<file path="config.mk">
export PLATFORM = sky130hd
export DESIGN_NAME = memory_unit
export DESIGN_NICKNAME = d
export VERILOG_FILES = /design/src/rtl/cpu_pkg.sv /design/src/rtl/memory_slot_reg.sv /design/src/rtl/memory_unit.sv
export SDC_FILE = /design/constraint.sdc
export NUM_CORES = 1
export LEC_CHECK = 0
export ABC_AREA = 1
export BUFFER_PORTS_ARGS = -buffer_cell sky130_fd_sc_hd__buf_2
export CAP_MARGIN = 15
export CORE_ASPECT_RATIO = 2
export CORE_MARGIN = 2
export CORE_UTILIZATION = 40
export CTS_CLUSTER_SIZE = 24
export DETAILED_ROUTE_END_ITERATION = 12
export GPL_ROUTABILITY_DRIVEN = 0
export PLACE_DENSITY = 0.65
export SLEW_MARGIN = 10
export SYNTH_ARGS = -nofsm -noshare
export SYNTH_HDL_FRONTEND = slang
export SYNTH_HIERARCHICAL = 1
export SYNTH_SLANG_ARGS = --single-unit
</file>
<file path="constraint.sdc">
create_clock -name clk -period 1.46 [get_ports clk]
set_input_delay 0.073 -clock clk [delete_from_list [all_inputs] [get_ports clk]]
set_output_delay 0.073 -clock clk [all_outputs]
set_load 0.01 [all_outputs]
</file>
<file path="src/rtl/cpu_pkg.sv">
// Shared pipeline constants, opcode classification helpers and the memory-stage FSM encoding.
package cpu_pkg;

  localparam logic [6:0]  OPCODE_NOP = 7'b0100000;
  localparam logic [31:0] INSTR_NOP  = 32'hE320F000;

  // Base-register writeback select driven into the execute stage.
  localparam logic [1:0] SEL_W_ALU  = 2'b00;
  localparam logic [1:0] SEL_W_RD   = 2'b01;
  localparam logic [1:0] SEL_W_BASE = 2'b10;

  typedef enum logic {
    ST_RUN      = 1'b0,
    ST_WAIT_ACK = 1'b1
  } mem_state_t;

  function automatic logic is_load(input logic [6:0] op);
    logic r;
    r = 1'b0;
    casez (op)
      7'b110????: r = 1'b1;
      7'b1000???: r = 1'b1;
      default:    r = 1'b0;
    endcase
    return r;
  endfunction

  function automatic logic is_store(input logic [6:0] op);
    logic r;
    r = 1'b0;
    casez (op)
      7'b111????: r = 1'b1;
      default:    r = 1'b0;
    endcase
    return r;
  endfunction

  function automatic logic is_memop(input logic [6:0] op);
    return is_load(op) | is_store(op);
  endfunction

  // NOP sits in the data-processing opcode range, so it must be tested first.
  function automatic logic [1:0] sel_w_addr1_of(input logic [6:0] op,
                                                input logic       p_bit,
                                                input logic       w_bit);
    logic [1:0] r;
    r = SEL_W_RD;
    if (is_memop(op) && (!p_bit || w_bit)) r = SEL_W_BASE;
    else if (op == OPCODE_NOP)              r = SEL_W_RD;
    else if (!op[6])                        r = SEL_W_ALU;
    else                                    r = SEL_W_RD;
    return r;
  endfunction

endpackage

</file>
<file path="src/rtl/memory_slot_reg.sv">
// One pipeline slot {instr, opcode, pc}; loads on enable, loads NOP on reset or enabled flush.
module memory_slot_reg
  import cpu_pkg::*;
(
  input  logic        clk,
  input  logic        rst,
  input  logic        en_i,
  input  logic        flush_i,
  input  logic [31:0] instr_i,
  input  logic [6:0]  opcode_i,
  input  logic [6:0]  pc_i,
  output logic [31:0] instr_o,
  output logic [6:0]  opcode_o,
  output logic [6:0]  pc_o
);

  logic [31:0] instr_q;
  logic [6:0]  opcode_q;
  logic [6:0]  pc_q;

  always_ff @(posedge clk) begin
    if (rst) begin
      instr_q  <= INSTR_NOP;
      opcode_q <= OPCODE_NOP;
      pc_q     <= 7'd0;
    end else if (en_i) begin
      if (flush_i) begin
        instr_q  <= INSTR_NOP;
        opcode_q <= OPCODE_NOP;
        pc_q     <= 7'd0;
      end else begin
        instr_q  <= instr_i;
        opcode_q <= opcode_i;
        pc_q     <= pc_i;
      end
    end
  end

  assign instr_o  = instr_q;
  assign opcode_o = opcode_q;
  assign pc_o     = pc_q;

endmodule

</file>
<file path="src/rtl/memory_unit.sv">
// Memory-stage controller: M and W slots, data-memory request handshake and upstream stall.
// state    | meaning
// RUN      | slots advance each cycle unless a memop in M misses its ack
// WAIT_ACK | memop outstanding; M held, upstream stalled until mem_ack
module memory_unit
  import cpu_pkg::*;
(
  input  logic        clk,
  input  logic        rst,
  input  logic [31:0] instr_in,
  input  logic [6:0]  opcode_in,
  input  logic [6:0]  pc_in,
  input  logic        flush,
  input  logic        mem_ack,
  output logic [3:0]  rn_memory,
  output logic [3:0]  rd_memory,
  output logic [6:0]  opcode_memory,
  output logic [1:0]  sel_w_addr1_memory,
  output logic [3:0]  rt_memory_wait,
  output logic [6:0]  opcode_memory_wait,
  output logic        mem_req,
  output logic        mem_we,
  output logic        sel_mem_addr,
  output logic        stall_mem,
  output logic [31:0] instr_output,
  output logic [6:0]  pc_out
);

  mem_state_t  state_q, state_d;
  logic        advance;
  logic [31:0] instr_m;
  logic [6:0]  opcode_m;
  logic [6:0]  pc_m;
  logic [31:0] instr_w;
  logic [6:0]  opcode_w;
  logic        m_memop;
  logic        m_store;
  logic        m_is_nop;
  logic        w_is_nop;

  memory_slot_reg u_slot_m (
    .clk      (clk),
    .rst      (rst),
    .en_i     (advance),
    .flush_i  (flush),
    .instr_i  (instr_in),
    .opcode_i (opcode_in),
    .pc_i     (pc_in),
    .instr_o  (instr_m),
    .opcode_o (opcode_m),
    .pc_o     (pc_m)
  );

  // A NOP leaving M is normalised so W never carries a stale PC.
  memory_slot_reg u_slot_w (
    .clk      (clk),
    .rst      (rst),
    .en_i     (advance),
    .flush_i  (m_is_nop),
    .instr_i  (instr_m),
    .opcode_i (opcode_m),
    .pc_i     (pc_m),
    .instr_o  (instr_w),
    .opcode_o (opcode_w),
    .pc_o     (pc_out)
  );

  assign m_memop  = is_memop(opcode_m);
  assign m_store  = is_store(opcode_m);
  assign m_is_nop = (opcode_m == OPCODE_NOP);
  assign w_is_nop = (opcode_w == OPCODE_NOP);

  always_ff @(posedge clk) begin
    if (rst) state_q <= ST_RUN;
    else     state_q <= state_d;
  end

  always_comb begin
    state_d   = state_q;
    advance   = 1'b0;
    mem_req   = 1'b0;
    mem_we    = 1'b0;
    stall_mem = 1'b0;
    if (!rst) begin
      case (state_q)
        ST_RUN: begin
          if (m_memop) begin
            mem_req = 1'b1;
            mem_we  = m_store;
            if (mem_ack) begin
              advance = 1'b1;
            end else begin
              stall_mem = 1'b1;
              state_d   = ST_WAIT_ACK;
            end
          end else begin
            advance = 1'b1;
          end
        end
        ST_WAIT_ACK: begin
          mem_req = 1'b1;
          mem_we  = m_store;
          if (mem_ack) begin
            advance = 1'b1;
            state_d = ST_RUN;
          end else begin
            stall_mem = 1'b1;
          end
        end
        default: state_d = ST_RUN;
      endcase
    end
  end

  // NOP carries no register operands, so its forwarding fields read as zero.
  assign rn_memory          = m_is_nop ? 4'd0 : instr_m[19:16];
  assign rd_memory          = m_is_nop ? 4'd0 : instr_m[15:12];
  assign opcode_memory      = opcode_m;
  assign sel_w_addr1_memory = sel_w_addr1_of(opcode_m, instr_m[24], instr_m[21]);
  assign sel_mem_addr       = m_memop & ~instr_m[24];
  assign rt_memory_wait     = w_is_nop ? 4'd0 : instr_w[15:12];
  assign opcode_memory_wait = opcode_w;
  assign instr_output       = instr_w;

endmodule
</file>
==> results.md <==
- Outcome: complete, but fails checks
- Failing checks: negative setup slack
- Final Cycle Share: 109%
- Fin cells: 805
- Post-synthesis net count: 518
- Layout fillers: 785
- Final Setup Violations: 106
- Required time at the worst-slack endpoint: 1390 ps
- N_diodes: 0
- DRC: 0
- Final hold vios: 0
- Largest net degree at the start of global routing: 52
- Final hold slack: 7.85 ps
- Layout cells sized above 1: 62.4%
- RSZ-0062 raised after global routing: yes
- Avg Cell Area, Syn: 8.68 sq um
- Power per cell area: 987 nW/um^2
- CP Data Arrival Time: 1520 ps
- Die area: 11000 sq um
- Cell Rows: 52
- Met2 usage: 44.2%
- Wire length of the first global-routing pass: 20.6 mm
- Die Height: 147 microns
- Tightest Pin Transition: 742 ps
- Total leakage power: 3.01 nW
- Setup WS post-layout: -131 ps
- I/O pins: 121
- Distinct cells, synth: 23
- Skew-Pair Late Insertion Delay: 340 ps
- Vias in the first global route: 4111
- Global route hottest layer: met2
- Reg clk slew, reported paths: 60 ps
- Hpwl dp: 7.55 mm
- Clock Sinks: 93
- Worst r2r src: u_slot_m/opcode_o[4]
- Vias: 4092
- Port Buffers: 120
- Core area: 10000 sq um
- Area after DPL: 4860 sq um
- Final Skew: 8.07 ps
- Flop and latch count out of synthesis: 93
- CTS tree: yes
- Vias/cell: 5.08
- Seq/Total Area, Yosys: 45.8%
- Overflow after GRT: 0
- CTS Root Cell: clkbuf_16
- FF/Latch Area: 1870 sq um
- Final nets: 715
- Area growth syn-to-layout: 70.1%
- Post-Route WL: 14.0 mm
- Met3 Usage GRT: 3.52%
- Fmax: 0.629 GHz
- Slew headroom: 50.5%
- Max-cap violations: 0
- Initial DRC count: 226
- Initial antenna violation count: 0
- Post-layout min period: 1590 ps
- Cells after DPL: 713
- CP Capture Type: output pin
- Setup TNS: -7080 ps
- Worst setup SP type: flop
- Drt wl/cell: 17.4 microns
- CTS buffer count: 9
- Synthesis Warnings: 6
- Initial Utilization: 40.6%
- Crit path from: u_slot_m/opcode_o[4]
- HP Class: in2reg
- Grt met1 use: 26.9%
- Die W: 75.3 microns
- CTS max path bufs: 2
- Peak VDD IR: 0.000707 V
- GRT Total Usage: 24.4%
- Mapped cell area: 4060 sq um
- Largest fanout on the critical path: 2
- Slew Viols, Final: 0
- Multi-input logic area: 2360 sq um
- Final instance area: 6910 sq um
- Mapped Cells: 468
- Antenna viol nets, final: 0
- Final Util: 69.0%
- Critical path class: reg2out
- Hold path start: instr_in[3]
- H-tree depth: 3
- TritonRoute pass-1 iters: 4
cells in the mapped netlist, drive strengths merged:
| cell | n | area [sq um] |
|---|---|---|
| o21ai | 23 | 119 |
| or2 | 1 | 6.26 |
| dfxtp | 93 | 1860 |
| nand4 | 1 | 6.26 |
| nand2 | 99 | 372 |
| nor3 | 1 | 10.0 |
| nand3b | 1 | 7.51 |
| nand3 | 94 | 671 |
| a21oi | 72 | 510 |
| nor2 | 17 | 71.3 |
| buf | 36 | 310 |
| o21bai | 1 | 7.51 |
| inv | 28 | 105 |
| nor4 | 1 | 6.26 |
final timing paths:
check                         end  slack, ps  cells past startpoint
min reg2reg   u_slot_w/instr_o[2]        470                      2
max reg2reg  u_slot_w/instr_o[24]       -120                     10
max                       mem_req       -130                      5
min           u_slot_m/instr_o[3]          8                      3
cells in the final DEF (no fill, tap or decap), types with 2 or more instances in the layout:
master,netlist,final
dfxtp_2,0,6
inv_1,24,22
o21ai_0,6,2
nand2_2,0,36
nand2_1,99,28
nand2_4,0,35
a21oi_2,40,54
o21ai_1,16,6
dfxtp_1,93,87
nand3_1,54,38
nor2_2,0,6
bufinv_16,0,2
clkbuf_16,0,15
clkbuf_1,0,3
o21ai_2,1,15
buf_8,0,9
inv_2,4,2
a21oi_1,32,17
buf_6,4,7
nand3_2,40,56
nor2_1,16,10
buf_2,20,119
buf_12,6,14
buf_16,0,11
dlygate4sd3_1,0,35
buf_4,6,21
report_power, final:
part | internal [mW] | switching (mW)
clock | 1.55 | 0.971
sequential | 2.63 | 0.0936
combinational | 0.782 | 0.789
logic make-up (layout without fill, tap and decap cells):
| group | after synthesis | count (layout) | synth area share [%] |
|---|---|---|---|
| buffers and inverters | 64 | 266 | 10.2 |
| DFF | 93 | 93 | 45.8 |
| AOI/OAI and AO/OA | 96 | 96 | 15.7 |
| and+or+nand+nor | 215 | 215 | 28.3 |
state kept, by name, summed over array words and instances, names as in the netlist:
signal and flops:
u_slot_m/opcode_o 7, u_slot_m/pc_o 7, u_slot_w/pc_o 7, u_slot_m/instr_o 32, u_slot_w/opcode_o 7, state_q 1
u_slot_w/instr_o 32
worst max-delay path, cell delays in order (launching register included):
cell and delay, ps:
dfxtp_2 330, o21ai_2 170, nand2_2 100, buf_4 150, a21oi_1 250, buf_2 190
stage by stage:
step / worst slack [ps] / total power, mW
5_1_grt: -171 / 7.07
4_1_cts: -146 / 6.67
3_3_place_gp: -8.06 / 3.64
2_1_floorplan: 0.0612 / 3.32
6_report: -131 / 6.82
3_5_place_dp: -51.2 / 3.65
layer usage:
layer / part of all wire [%] / up-vias
met5: 0 / -
met4: 4.1 / 0
met3: 3.5 / 37
met2: 56 / 132
met1: 36 / 1963
li1: - / 1960
layout make-up:
| class | count | share of cell area (%) |
|---|---|---|
| well taps | 135 | 2.44 |
| repair buffers | 222 | 29.7 |
| inverters | 28 | 2.08 |
| multi-input cells | 311 | 34.1 |
| flip-flops and latches | 93 | 27.0 |
| clock inverters | 3 | 0.996 |
| clock buffers | 13 | 3.62 |
what timing repair did:
item | in CTS | in global routing
hold endpoints to repair | 34 | 1
pin swaps | 22 | 41
endpoints found under the setup margin | 107 | 109
hold buffers | 34 | 1
gates resized for setup | 97 | 135
gates cloned | 14 | 6
setup buffers | 24 | 6
Note: power is estimated with default switching activity, not from simulation.
